File: src/rtl/cpu_pkg.sv
// Shared definitions for the cpu core and execute stage: opcodes, core states
// and flag bit positions.
package cpu_pkg;

   localparam logic [7:0] OP_NOP = 8'h00;
   localparam logic [7:0] OP_LDI = 8'h01;
   localparam logic [7:0] OP_MOV = 8'h02;
   localparam logic [7:0] OP_ADD = 8'h03;
   localparam logic [7:0] OP_SUB = 8'h04;
   localparam logic [7:0] OP_AND = 8'h05;
   localparam logic [7:0] OP_OR  = 8'h06;
   localparam logic [7:0] OP_XOR = 8'h07;
   localparam logic [7:0] OP_JMP = 8'h08;
   localparam logic [7:0] OP_JZ  = 8'h09;
   localparam logic [7:0] OP_JC  = 8'h0A;
   localparam logic [7:0] OP_JN  = 8'h0B;
   localparam logic [7:0] OP_OUT = 8'h0C;
   localparam logic [7:0] OP_HLT = 8'h0F;

   typedef enum logic [1:0] {
      ST_FETCH = 2'd0,
      ST_EXEC  = 2'd1,
      ST_HALT  = 2'd2
   } cpu_state_e;

   localparam int FLAG_Z = 0;
   localparam int FLAG_C = 1;
   localparam int FLAG_N = 2;

   function automatic logic is_alu_op(input logic [7:0] op);
      return (op >= OP_ADD) && (op <= OP_XOR);
   endfunction

endpackage

File: src/rtl/cpu_alu.sv
// Combinational 8-bit ALU: ADD/SUB/AND/OR/XOR with zero, carry/borrow and
// negative outputs.
module cpu_alu
   import cpu_pkg::*;
(
   input  logic [7:0] a,
   input  logic [7:0] b,
   input  logic [7:0] op,
   output logic [7:0] result,
   output logic       z,
   output logic       c,
   output logic       n
);

   logic [8:0] wide;

   always_comb begin
      wide = 9'd0;
      case (op)
         OP_ADD:  wide = {1'b0, a} + {1'b0, b};
         // Bit 8 of the 9-bit difference is the borrow (a < b).
         OP_SUB:  wide = {1'b0, a} - {1'b0, b};
         OP_AND:  wide = {1'b0, a & b};
         OP_OR:   wide = {1'b0, a | b};
         OP_XOR:  wide = {1'b0, a ^ b};
         default: wide = 9'd0;
      endcase
      result = wide[7:0];
      c      = wide[8];
      z      = (wide[7:0] == 8'd0);
      n      = wide[7];
   end

endmodule

File: src/rtl/cpu_exec.sv
// Execute stage: register file, operand latches, flags, output port and the
// sequencing controls returned to cpu_core.
module cpu_exec
   import cpu_pkg::*;
#(
   parameter int NREGS = 4
)
(
   input  logic        clk,
   input  logic        reset,
   input  logic [31:0] ir,
   input  logic [15:0] clks,
   input  logic [1:0]  state,
   input  logic        out_ready,
   output logic        inst_condition,
   output logic        end_inst,
   output logic        jmp_inst,
   output logic        hlt_inst,
   output logic [7:0]  jmp_address,
   output logic [7:0]  out_data,
   output logic        out_valid,
   output logic [2:0]  flags,
   output logic        illegal
);

   logic [7:0] opcode, imm;
   logic [1:0] rd, rs;
   logic       exec, step0, step1, step_late, out_accept;
   logic       unused_ir;

   logic [7:0] regs_q [NREGS];
   logic [7:0] regs_d [NREGS];
   logic [7:0] a_q, a_d, b_q, b_d;
   logic [2:0] flags_q, flags_d;
   logic [7:0] out_data_q, out_data_d;
   logic       out_valid_q, out_valid_d;
   logic       illegal_q, illegal_d;

   logic [7:0] alu_result;
   logic       alu_z, alu_c, alu_n;

   assign opcode    = ir[31:24];
   assign rd        = ir[17:16];
   assign rs        = ir[9:8];
   assign imm       = ir[7:0];
   assign unused_ir = ^{ir[23:18], ir[15:10]};

   // Reset forces every step inactive so the controls read 0 while it is held.
   assign exec       = !reset && (state == ST_EXEC);
   assign step0      = exec && clks[0];
   assign step1      = exec && clks[1];
   assign step_late  = exec && (|clks[15:1]);
   assign out_accept = step_late && (opcode == OP_OUT) && out_valid_q && out_ready;

   cpu_alu u_alu (
      .a      (a_q),
      .b      (b_q),
      .op     (opcode),
      .result (alu_result),
      .z      (alu_z),
      .c      (alu_c),
      .n      (alu_n)
   );

   always_comb begin
      inst_condition = 1'b0;
      end_inst       = 1'b0;
      jmp_inst       = 1'b0;
      hlt_inst       = 1'b0;
      jmp_address    = 8'd0;
      if (exec) begin
         inst_condition = 1'b1;
         case (opcode)
            OP_ADD, OP_SUB, OP_AND, OP_OR, OP_XOR: end_inst = step1;
            OP_JMP, OP_JZ, OP_JC, OP_JN: begin
               jmp_inst    = step0;
               end_inst    = step0;
               jmp_address = step0 ? imm : 8'd0;
               if (opcode == OP_JZ)      inst_condition = flags_q[FLAG_Z];
               else if (opcode == OP_JC) inst_condition = flags_q[FLAG_C];
               else if (opcode == OP_JN) inst_condition = flags_q[FLAG_N];
            end
            OP_OUT: end_inst = out_accept;
            OP_HLT: begin
               hlt_inst = step0;
               end_inst = step0;
            end
            default: end_inst = step0;
         endcase
      end
   end

   always_comb begin
      regs_d      = regs_q;
      a_d         = a_q;
      b_d         = b_q;
      flags_d     = flags_q;
      out_data_d  = out_data_q;
      out_valid_d = out_valid_q;
      illegal_d   = illegal_q;
      if (step0) begin
         case (opcode)
            OP_LDI: regs_d[rd] = imm;
            OP_MOV: regs_d[rd] = regs_q[rs];
            OP_ADD, OP_SUB, OP_AND, OP_OR, OP_XOR: begin
               a_d = regs_q[rd];
               b_d = regs_q[rs];
            end
            OP_OUT: begin
               out_data_d  = regs_q[rs];
               out_valid_d = 1'b1;
            end
            OP_NOP, OP_JMP, OP_JZ, OP_JC, OP_JN, OP_HLT: ;
            default: illegal_d = 1'b1;
         endcase
      end
      if (step1 && is_alu_op(opcode)) begin
         regs_d[rd]      = alu_result;
         flags_d[FLAG_Z] = alu_z;
         flags_d[FLAG_C] = alu_c;
         flags_d[FLAG_N] = alu_n;
      end
      if (out_accept) out_valid_d = 1'b0;
   end

   always_ff @(posedge clk) begin
      if (reset) begin
         for (int i = 0; i < NREGS; i++) regs_q[i] <= 8'd0;
         a_q         <= 8'd0;
         b_q         <= 8'd0;
         flags_q     <= 3'd0;
         out_data_q  <= 8'd0;
         out_valid_q <= 1'b0;
         illegal_q   <= 1'b0;
      end else begin
         regs_q      <= regs_d;
         a_q         <= a_d;
         b_q         <= b_d;
         flags_q     <= flags_d;
         out_data_q  <= out_data_d;
         out_valid_q <= out_valid_d;
         illegal_q   <= illegal_d;
      end
   end

   assign out_data  = out_data_q;
   assign out_valid = out_valid_q;
   assign flags     = flags_q;
   assign illegal   = illegal_q;

endmodule

File: config.mk
export PLATFORM = sky130hd
export DESIGN_NAME = cpu_exec
export DESIGN_NICKNAME = d
export VERILOG_FILES = /design/src/rtl/cpu_pkg.sv /design/src/rtl/cpu_alu.sv /design/src/rtl/cpu_exec.sv
export SDC_FILE = /design/constraint.sdc
export NUM_CORES = 1
export LEC_CHECK = 0
export BUFFER_PORTS_ARGS = -buffer_cell sky130_fd_sc_hd__buf_4
export CORE_UTILIZATION = 50
export DETAILED_ROUTE_END_ITERATION = 8
export GPL_ROUTABILITY_DRIVEN = 1
export GPL_TIMING_DRIVEN = 0
export PLACE_DENSITY = 0.77
export SLEW_MARGIN = 5
export SYNTH_ARGS = -nofsm -noshare
export SYNTH_HDL_FRONTEND = slang
export SYNTH_HIERARCHICAL = 1
export SYNTH_SLANG_ARGS = --single-unit
File: constraint.sdc
create_clock -name clk -period 3.8 [get_ports clk]
set_clock_uncertainty 0.15 [all_clocks]
set_input_delay 0 -clock clk [delete_from_list [all_inputs] [get_ports clk]]
set_output_delay 0 -clock clk [all_outputs]
set_load 0.05 [all_outputs]
Yosys cells after proc, flatten, opt, wreduce, memory -nomap -nowiden
Cells that the tools add are included.
{"block": "op_classes", "n_addsub": 2, "magnitude_cmp": 5, "n_eq_ne": 14, "mux": 29, "bitwise": 6, "n_reduce_logical": 21}
{"op": "32-bit bitwise mux", "n": 3}
{"op": "32-bit 2-to-1 mux", "n": 2}
{"op": "8-bit 2-to-1 mux", "n": 8}
{"op": "32-bit case mux with 2 select lines", "n": 1}
{"op": "8-bit by 4-bit == test with 1-bit output (second input constant)", "n": 6}
{"op": "9-bit case mux with 5 select lines", "n": 1}
{"op": "8-bit binary-select mux with 2-bit select", "n": 2}
{"op": "8-bit by 3-bit == test with 1-bit output (second input constant)", "n": 4}
{"op": "8-bit demux with 2-bit select", "n": 1}
{"op": "8-bit by 2-bit == test with 1-bit output (second input constant)", "n": 2}
{"op": "8-bit logical NOT", "n": 2}
{"op": "15-bit OR reduction", "n": 1}
{"op": "14-bit OR reduction", "n": 1}
{"op": "1-bit logical AND", "n": 10}
{"op": "1-bit 2-to-1 mux", "n": 10}
{"op": "8-bit by 8-bit adder with 9-bit output", "n": 1}
{"op": "8-bit by 8-bit subtractor with 9-bit output", "n": 1}
{"op": "8-bit AND", "n": 1}
{"op": "8-bit by 1-bit == test with 1-bit output (second input constant)", "n": 1}
{"op": "8-bit by 2-bit >= comparator with 1-bit output (second input constant)", "n": 1}
{"op": "8-bit by 3-bit <= comparator with 1-bit output (second input constant)", "n": 1}
{"op": "8-bit OR", "n": 1}
{"op": "8-bit XOR", "n": 1}
{"op": "3-bit >= comparator (second input constant)", "n": 2}
{"op": "other kinds (10)", "n": 13}
{"block": "word_totals", "register_bits": 61, "out_inout_bits": 25, "word_cells": 87}

Longest topological paths before layout
Gate-level depths: netlist of run 1.
{"block": "logic_depth", "word_depth": 10, "depth_mapped": 16}

By module
Netlist of run 1, hierarchy kept.
{"module": "cpu_exec", "n_inst": 1, "cells_per_inst": 388, "area_each_um2": 3726.1, "seq_area_each_um2": 1221.2}
{"module": "cpu_alu", "n_inst": 1, "cells_per_inst": 154, "area_each_um2": 1124.8, "seq_area_each_um2": 0.0}

Worst setup path before layout of run 1
No wires, ideal clock.
{"block": "synth_timing", "path_kind": "input-to-reg", "from": "input ir[29]", "to": "register regs_q[31] in the netlist's numbering", "arrival_time_ns": 2.693, "required_ns": 3.525, "path_slack_ns": 0.832, "path_stages": 16, "n_path_buf": 2, "cell_sequence": "nor4_1 > nor2b_1 > clkbuf_1 > nand3_1 > o21ai_0 > xnor2_1 > ha_1 > a21oi_1 > a21oi_1 > a311oi_1 > xor2_1 > o22ai_1 > buf_4 > nor2_1 > a21o_1 > o21ai_0"}
{"block": "synth_between", "word_cells_on_any_way": 16, "classes_between": "order compare: 2; eq/ne: 7; mux: 5; reduce/logical: 2"}
{"element": "start: declaration", "line": "cpu_exec.sv:11", "source": "input logic [31:0] ir,"}
{"element": "8-bit by 3-bit == test with 1-bit output / 8-bit by 2-bit == test with 1-bit output (equally long branches)", "line": "cpu_alu.sv:19", "source": "case (op)"}
{"element": "9-bit case mux with 5 select lines (*)", "line": "cpu_alu.sv:19"}
{"element": "via alu_n", "line": "cpu_exec.sv:40", "source": "logic alu_z, alu_c, alu_n;"}
{"element": "32-bit bitwise mux (*)", "line": "cpu_exec.sv:118", "source": "regs_d[rd] = alu_result;"}
{"element": "32-bit 2-to-1 mux (*)", "line": "cpu_exec.sv:117", "source": "if (step1 && is_alu_op(opcode)) begin"}
{"element": "end signal: assignment", "line": "cpu_exec.sv:136", "source": "regs_q <= regs_d;"}
{"element": "end: declaration", "line": "cpu_exec.sv:31", "source": "logic [7:0] regs_q [NREGS];"}
The timed path passes the listed nets; every way through them passes the cells marked *.
A chain may end at the register's enable or synchronous reset.

Worst setup path in the final report of run 1
Same ends and word-level chain as after synthesis.

==> results of run 1 <==
critical path: stages:
cell      delay [ns]
buf_4           0.12
nor4_1          0.34
nor2b_1         0.18
clkbuf_1        0.33
nand3_2         0.24
o21ai_0         0.17
xnor2_1         0.14
ha_1            0.29
a21oi_1         0.19
a21oi_1         0.09
a311oi_1        0.32
xor2_1          0.22
o22ai_2         0.14
buf_4           0.16
nor2_1          0.32
a21o_1          0.17
o21ai_0         0.08
cells in the final DEF, fill, tap and decap left out, types with 3 or more instances in the layout:
master and n:
o21ai_1 13, mux4_2 16, nand2b_1 3, nor4_2 5
xnor2_1 8, a32oi_1 33, nor4_1 6, clkbuf_1 25
nor4_4 5, nor3_1 4, xor2_1 5, buf_2 5
nor2_1 47, nand4_1 3, o21ai_0 27, buf_4 68
buf_1 7, dfxtp_1 61, dlygate4sd3_1 9, buf_6 3
inv_1 19, o31ai_1 3, a31oi_1 3, and2_1 8
o21bai_1 3, o22ai_1 7, nor4b_1 3, a22oi_1 34
clkbuf_8 11, or2_2 4, a22o_1 8, ha_1 25
a21o_1 33, nand2_1 17, nand3_1 9, or3b_2 3
nor2b_1 3, a21oi_1 15, mux2i_1 35
kinds of logic after synthesis:
| kind of cell | after synthesis | synth area share (%) |
|---|---|---|
| adders and majority gates | 26 | 6.861 |
| and+or+nand+nor | 133 | 16.61 |
| buffers and inverters | 66 | 6.165 |
| DFF | 61 | 25.17 |
| AOI/OAI and AO/OA | 192 | 28.19 |
| muxes | 51 | 14.65 |
| xor gates and xnor gates | 13 | 2.347 |
final timing paths:
path / startpoint / endpoint / slack (ns) / cells after the start
max reg2reg: b_q[0]$_SDFFE_PP0P_ / regs_q[31]$_SDFF_PP0_ / 0.41 / 14
max: ir[29] / regs_q[31]$_SDFF_PP0_ / 0.34 / 17
min: ir[5] / regs_q[13]$_SDFF_PP0_ / 0.02 / 4
min reg2reg: out_valid$_SDFFE_PP0P_ / out_valid$_SDFFE_PP0P_ / 0.35 / 1
layer usage:
layer  wire (um)  GRT usage (%)  vias up  part of all wire, %
met4         353          13.15        0                  2.3
met1        6071          38.88     2383                   40
met3        1327          5.964       40                  8.6
met5           0              0        -                    0
met2        7606          54.43      265                   50
li1            -              -     2257                    -
timing repair:
| item | CTS | global route |
|---|---|---|
| hold buffers | 9 | 0 |
| hold endpoints to repair | 8 | 0 |
| setup buffers | 0 | 0 |
| endpoints found under the setup margin | 0 | 4 |
| gates resized for setup | 0 | 2 |
registers in the layout, indices dropped and copies added (netlist names):
register	cells
a_q	8
b_q	8
illegal	1
regs_q	32
flags	3
out_data	8
out_valid	1
cell type report:
class / count / area [um2]
tap: 129 / 161.4
inverter: 21 / 78.83
clock inverter: 4 / 70.07
buffer: 45 / 220.2
clock buffer: 12 / 155.1
timing repair buffer: 71 / 555.5
fill: 815 / 3523
sequential: 61 / 1221
multi-input combinational: 415 / 3342
power by group through the flow:
stage,Clock [mW],Sequential [mW],Combinational (mW)
finish,0.661,0.640,0.189
global route,0.686,0.640,0.201
CTS,0.662,0.640,0.184
detailed placement,0,0.655,0.177
global placement,0,0.655,0.175
floorplan,0,0.656,0.104
through the flow:
stage	setup TNS [ns]	hold WS, ns	power, mW	instances
6_report	0	0.01799	1.490	758
2_1_floorplan	0	0.1071	0.7600	542
4_1_cts	0	0.001748	1.487	758
3_3_place_gp	0	0.2302	0.8293	733
3_5_place_dp	-0.03341	0.2309	0.8320	733
5_1_grt	0	0.03251	1.527	758
==> flow_summary.ini, run 1 <==
[run_status]
outcome = finished, final reports clean

[power]
p_sw_share_pct = 25.04
p_sw_uw = 373.1
p_seq_share_pct = 43.0
p_comb_share_pct = 12.7
power.leakage_nw = 2.243
pwr-share-clk_pct = 44.4
p_per_area_mw_per_mm2 = 256.7
p_int_mw = 1.117
max-vdd-ir-drop_v = 0.0002620

[drt]
vias = 4945
drt_iter0_drc = 514
antenna_left = 0
first_pass_iters = 5
vias_per_cell = 6.524
wl_per_cell_um = 20.26
routed_wl_um = 15360
drc = 0

[clocking]
cts.sinks = 61
cts_tree = done
cts-htree-levels = 3
path_clk_slew_ns = 0.07
cts_made_buffers = 9
clock_path_buffers = 2
insertion_delay_ns = 0.34
clk_root_buffer_cell = clkbuf_8

[placement]
portBuffers = 62
place_area_mm2 = 0.005478
gp_congestion = 0.9266
dp_hpwl_um = 11920
preCtsSetupSlack_ns = -0.03341

[logic_synthesis]
syn_avg_cell_area_um2 = 8.950
ys_types = 60
synth_area_mm2 = 0.004851
ys_seq_elements = 61
ys_async_sr_fraction_pct = 0
ys_seq_area_share_pct = 25.17
synth_edf_count = 0
synth_fp_nets = 621
synthTopCellsByArea = dfxtp_1, mux4_2, mux2i_1
synthCells = 542
synth-main-ff-cell = dfxtp_1
synth.most_common_cell = dfxtp_1
synth_commonest_cells = dfxtp_1, nor2_1, mux2i_1
synth.top_cell.area_share_pct = 25.17
synth.largest_area_cell = dfxtp_1
ys_warn_count = 6

[global_routing]
grt_pass1_vias = 4945
track_usage_pct = 31.66
antenna_found_initial = 0
grt_max_degree = 11
grt.overflow.total = 0
grt_pass1_wl_um = 24690

[timing]
clock.fmax_mhz = 289.3
slew_viol_final = 0
fin_crit_ns = 3.456
period_share_pct = 90.96
setup_viol = 0
worst_pin_slew_ns = 1.300
final_hold_viol_count = 0
rsz0062_at_grt = false
finalWorstSetupSlack_ns = 0.3437
max_slew_margin_pct = 13.35

[setup_path]
required_ns = 3.86
crit_path_end_kind = flop
crit_fanout = 8
crit_arrival_ns = 3.52
crit_type = input port to flop
cp-start-kind = input port

[finish]
utilization_pct = 62.23
drive_above_1_share_pct = 21.14
stdcell_area_mm2 = 0.005804
fin_nets = 703
antenna_cells = 0
areaGrowthSynthToFinish_pct = 19.65

[worst_hold_path]
min_path_type = input port to flop

[floorplan]
ios = 78
fp.dieW_um = 100.5
die_area_mm2 = 0.01010
core-area_mm2 = 0.009328
start_util_pct = 52.01
chipHeight_um = 100.5
rows = 35

[job]
drv_cap = 0
No activity file was read; power rests on OpenSTA's default activity.
==> run 2, diff against run 1 <==
--- a/config.mk
+++ b/config.mk
@@ -5,12 +5,13 @@
 export SDC_FILE = /design/constraint.sdc
 export NUM_CORES = 1
 export LEC_CHECK = 0
-export BUFFER_PORTS_ARGS = -buffer_cell sky130_fd_sc_hd__buf_4
 export CORE_UTILIZATION = 50
 export DETAILED_ROUTE_END_ITERATION = 8
+export DONT_BUFFER_PORTS = 1
 export GPL_ROUTABILITY_DRIVEN = 1
 export GPL_TIMING_DRIVEN = 0
-export PLACE_DENSITY = 0.77
+export PLACE_DENSITY = 0.73
+export SKIP_CTS_REPAIR_TIMING = 1
 export SLEW_MARGIN = 5
 export SYNTH_ARGS = -nofsm -noshare
 export SYNTH_HDL_FRONTEND = slang
==> constraint.sdc (replaced) <==
create_clock -name clk -period 2.95 [get_ports clk]
set_clock_uncertainty 0.15 [all_clocks]
set_input_delay 0 -clock clk [delete_from_list [all_inputs] [get_ports clk]]
set_output_delay 0 -clock clk [all_outputs]
set_load 0.05 [all_outputs]
==> run 2 against run 1 <==
Wire length decreased by 0.39%. Hold slack got worse by 0.031 ns. Global-route usage decreased by 1.4 points. Clock power increased by 22%. Worst setup slack got worse by 0.42 ns. Sequential power increased by 29%. Via count decreased by 3.3%. Total power increased by 23%. Register-to-register slack got worse by 0.48 ns. Die area unchanged. Final cell count decreased by 6.2%. First-iteration DRC count decreased by 10%. The run now ends with negative hold slack, negative setup slack left.
==> flow_summary.ini, run 2 (synthesized netlist as in run 1, its figures left out) <==
[clocking]
cts.sinks = 61
clock_path_buffers = 2
insertion_delay_ns = 0.35
cts_tree = done
clk_root_buffer_cell = clkbuf_8
path_clk_slew_ns = 0.07
cts-htree-levels = 3
cts_made_buffers = 9

[global_routing]
track_usage_pct = 30.27
grt.overflow.total = 0
grt_pass1_wl_um = 23690
grt_max_degree = 11
grt_pass1_vias = 4587
antenna_found_initial = 0

[floorplan]
fp.dieW_um = 100.5
chipHeight_um = 100.5
start_util_pct = 52.01
ios = 78
rows = 35
die_area_mm2 = 0.01010
core-area_mm2 = 0.009328

[finish]
largest_register_ffs = 32
stdcell_area_mm2 = 0.005632
antenna_cells = 0
areaGrowthSynthToFinish_pct = 16.09
final_common_cell = dfxtp_1
largest_register = regs_q
layout_common_cells = dfxtp_1, nor2_1, mux2i_1, a22oi_1, a21o_1
fill_cells = 793
layoutNonFillerInstCount = 711
utilization_pct = 60.38
drive_above_1_share_pct = 18.90
fin_nets = 656

[timing]
fin_crit_ns = 3.022
holdWs_ns = -0.01256
max_slew_margin_pct = 12.70
clock.fmax_mhz = 330.9
setup_tns_ns = -0.2868
final_hold_viol_count = 3
period_share_pct = 102.4
finalWorstSetupSlack_ns = -0.07214
slew_viol_final = 0
worst_pin_slew_ns = 1.310
setup_viol = 5
rsz0062_at_grt = true

[drt]
vias = 4780
vias_per_cell = 6.723
drt_iter0_drc = 461
drc = 0
wl_per_cell_um = 21.52
routed_wl_um = 15300
antenna_left = 0
first_pass_iters = 5

[placement]
gp_congestion = 0.9090
dp_hpwl_um = 11340
dp.cells = 672
place_area_mm2 = 0.005039
preCtsSetupSlack_ns = -0.6604
portBuffers = 0

[setup_path]
reg2reg_depth = 15
crit_fanout = 5
cp-start-kind = flop
r2r_slack_ns = -0.07
timing.rr.start = b_q[0]$_SDFFE_PP0P_
crit_path_end_kind = flop
required_ns = 3.03
reg2reg_to = regs_q[23]$_SDFF_PP0_
crit_arrival_ns = 3.10
crit_type = flop to flop

[worst_hold_path]
worst_hold_path.num_cells = 4
worstHoldStart = state[1]
min_path_type = input port to flop
holdPathEnd = flags[2]$_SDFFE_PP0P_

[power]
power.leakage_nw = 2.032
max-vdd-ir-drop_v = 0.0003198
p_per_area_mw_per_mm2 = 325.7
finalPower_mw = 1.834

[run_status]
violations = negative hold slack, negative setup slack
outcome = finished with violations

[job]
drv_cap = 0
## run 2: cell count changes in the layout (fill, tap and decap cells not counted), moves of 3 or more
cell           change
inv_4              +3
dlygate4sd3_1      +8
dfxtp_4            +3
buf_4             -56
inv_1              -5
dfxtp_1            -4
nor2_1             -4
## run 2: per-layer routing
metal  global-route usage [%]  routed length (um)  part of all wire (%)
met1                    38.99                6141                    40
met3                    3.398                1091                   7.1
met4                    13.94                 489                   3.2
met5                        0                   0                     0
met2                    50.95                7576                    50
## run 2: power by group
| group | switching [mW] | internal (mW) |
|---|---|---|
| combinational | 0.134 | 0.0709 |
| sequential | 0.00251 | 0.821 |
| clock | 0.348 | 0.458 |
## run 2: layout make-up
type                            instances  area, um2  area share, %
Sequential cell                        61       1234          21.91
Multi-Input combinational cell        415       3491          61.99
Tap cell                              129      161.4          2.866
Clock buffer                           13      168.9          2.999
Inverter                               21      86.33          1.533
Buffer                                 45      221.5          3.932
Timing Repair Buffer                   24      226.5          4.021
Clock inverter                          3      42.54         0.7554
## run 2: how the worst max path moves through the flow
stage | startpoint | end | slack (ns)
2_1_floorplan | ir[29] | regs_q[31]$_SDFF_PP0_ | 0.03
3_3_place_gp | ir[29] | regs_q[31]$_SDFF_PP0_ | -0.60
3_5_place_dp | ir[29] | regs_q[31]$_SDFF_PP0_ | -0.66
4_1_cts | b_q[0]$_SDFFE_PP0P_ | regs_q[31]$_SDFF_PP0_ | -0.44
5_1_grt | b_q[0]$_SDFFE_PP0P_ | flags[0]$_SDFFE_PP0P_ | -0.17
6_report | b_q[0]$_SDFFE_PP0P_ | regs_q[23]$_SDFF_PP0_ | -0.07
## run 2: critical path, cell delays in order (launching register included)
cell and delay [ns]:
dfxtp_4 0.37, inv_4 0.08, ha_4 0.14, nand3_4 0.11
o31ai_4 0.24, xnor2_1 0.10, ha_1 0.34, inv_2 0.10
a21oi_1 0.05, a311oi_2 0.29, xor2_1 0.25, o22ai_2 0.17
buf_4 0.17, nor2_4 0.14, a21o_1 0.13, o21ai_1 0.06
==> run 3, diff against run 2 <==
--- a/config.mk
+++ b/config.mk
@@ -11,6 +11,7 @@
 export GPL_ROUTABILITY_DRIVEN = 1
 export GPL_TIMING_DRIVEN = 0
 export PLACE_DENSITY = 0.73
+export SETUP_SLACK_MARGIN = 0.5
 export SKIP_CTS_REPAIR_TIMING = 1
 export SLEW_MARGIN = 5
 export SYNTH_ARGS = -nofsm -noshare
==> run 3 against run 2 <==
The run still ends with negative hold slack, negative setup slack left. Global-route usage decreased by 0.96 points. Final cell count decreased by 0.14%. Via count decreased by 1.8%. Die area unchanged. Maximum frequency decreased by 0.31%. Critical path type unchanged. Utilization increased by 0.34 points. Highest routed layer unchanged. Non-clock buffer count decreased by 2. Sequential power about the same. Worst setup slack got worse by 0.0093 ns. Critical endpoint is now flags[0]$_SDFFE_PP0P_. Largest power group unchanged.
==> flow_summary.ini, run 3 (synthesized netlist as in run 1, its figures left out) <==
[timing]
fin_crit_ns = 3.031
setup_viol = 9
holdWs_ns = -0.03566
final_hold_viol_count = 12
slew_viol_final = 0
worst_pin_slew_ns = 1.236
finalWorstSetupSlack_ns = -0.08144
clock.fmax_mhz = 329.9
period_share_pct = 102.8
rsz0062_at_grt = true
max_slew_margin_pct = 17.63

[power]
p_comb_share_pct = 11.6
power.leakage_nw = 2.031
p_seq_share_pct = 46.6
p_sw_uw = 482.3
p_sw_share_pct = 27.29
pwr-share-clk_pct = 41.8
p_int_mw = 1.285
max-vdd-ir-drop_v = 0.0002456
finalPower_mw = 1.768
p_per_area_mw_per_mm2 = 312.1

[drt]
vias = 4694
wl_per_cell_um = 21.77
routed_wl_um = 15460
vias_per_cell = 6.611
drc = 0
antenna_left = 0
drt_iter0_drc = 384
first_pass_iters = 5

[clocking]
cts_made_buffers = 9
clk_root_buffer_cell = clkbuf_8
cts-htree-levels = 3
cts_tree = done
clock_path_buffers = 2
cts.sinks = 61
insertion_delay_ns = 0.36
path_clk_slew_ns = 0.07

[setup_path]
required_ns = 3.09
crit_type = flop to flop
crit_arrival_ns = 3.17
crit_fanout = 5
crit_path_end_kind = flop
cp-start-kind = flop

[finish]
stdcell_area_mm2 = 0.005663
utilization_pct = 60.71
fill_cells = 794
antenna_cells = 0
areaGrowthSynthToFinish_pct = 16.74
drive_above_1_share_pct = 21.51
largest_register_ffs = 32
final_common_cell = dfxtp_1
fin_nets = 655
layout_common_cells = dfxtp_1, nor2_1, mux2i_1, a22oi_1, a21o_1
largest_register = regs_q

[placement]
dp_hpwl_um = 11110
gp_congestion = 0.9372
place_area_mm2 = 0.005089
portBuffers = 0

[floorplan]
fp.dieW_um = 100.5
ios = 78
core-area_mm2 = 0.009328
chipHeight_um = 100.5
start_util_pct = 52.01
die_area_mm2 = 0.01010
rows = 35

[global_routing]
grt_pass1_wl_um = 22840
grt.overflow.total = 0
antenna_found_initial = 0
grt_pass1_vias = 4489
grt_max_degree = 11
track_usage_pct = 29.32

[worst_hold_path]
min_path_type = input port to flop

[run_status]
violations = negative hold slack, negative setup slack
outcome = finished with violations

[job]
drv_cap = 0
[run 3: final timing paths]
path,end,from,cells past startpoint,slack [ns]
worst min register to register,b_q[3]$_SDFFE_PP0P_,b_q[3]$_SDFFE_PP0P_,2,0.38
worst min-delay path,regs_q[28]$_SDFF_PP0_,ir[17],4,-0.04
worst max-delay path,flags[0]$_SDFFE_PP0P_,b_q[0]$_SDFFE_PP0P_,13,-0.08
worst max register to register,flags[0]$_SDFFE_PP0P_,b_q[0]$_SDFFE_PP0P_,13,-0.08
[run 3: power groups by stage]
| stage | Sequential, mW | Combinational [mW] | Clock [mW] |
|---|---|---|---|
| 2_1_floorplan | 0.845 | 0.137 | 0 |
| 3_3_place_gp | 0.845 | 0.175 | 0 |
| 3_5_place_dp | 0.845 | 0.177 | 0 |
| 4_1_cts | 0.826 | 0.178 | 0.734 |
| 5_1_grt | 0.824 | 0.216 | 0.771 |
| 6_report | 0.824 | 0.205 | 0.739 |
[run 3: layer usage]
metal  vias up  GRT usage (%)  wire length, um
met4         0          12.26              464
li1       2151              -                -
met1      2311          36.77             6341
met3        39          4.577             1020
met5         -              0                0
met2       193          50.16             7631
[run 3: final cells by class]
| cell class | instances | area, um2 | share of cell area, % |
|---|---|---|---|
| Multi-Input combinational cell | 416 | 3566 | 62.97 |
| Sequential cell | 61 | 1231 | 21.74 |
| Buffer | 45 | 224.0 | 3.955 |
| Timing Repair Buffer | 22 | 200.2 | 3.535 |
| Clock buffer | 13 | 178.9 | 3.160 |
| Tap cell | 129 | 161.4 | 2.850 |
| Inverter | 21 | 83.83 | 1.480 |
| Clock inverter | 3 | 17.52 | 0.3093 |
[run 3: worst max-delay path, stage by stage, from the launching register on]
cell	delay, ns
dfxtp_4	0.38
inv_4	0.07
nand4_1	0.19
o21ai_2	0.19
xnor2_1	0.09
ha_1	0.38
nand3_1	0.15
o211a_1	0.29
xnor2_2	0.21
a21oi_1	0.08
or2_1	0.24
nor4_2	0.33
mux2i_1	0.11
nor2_1	0.12
[run 3: metrics by stage]
stage	std cells	TNS (ns)	setup slack [ns]
6_report	710	-0.2484	-0.08144
5_1_grt	710	-0.9981	-0.1854
4_1_cts	687	-0.2980	-0.1024
3_5_place_dp	671	-0.1480	-0.07854
3_3_place_gp	671	-0.1144	-0.06882
2_1_floorplan	542	0	0.3107
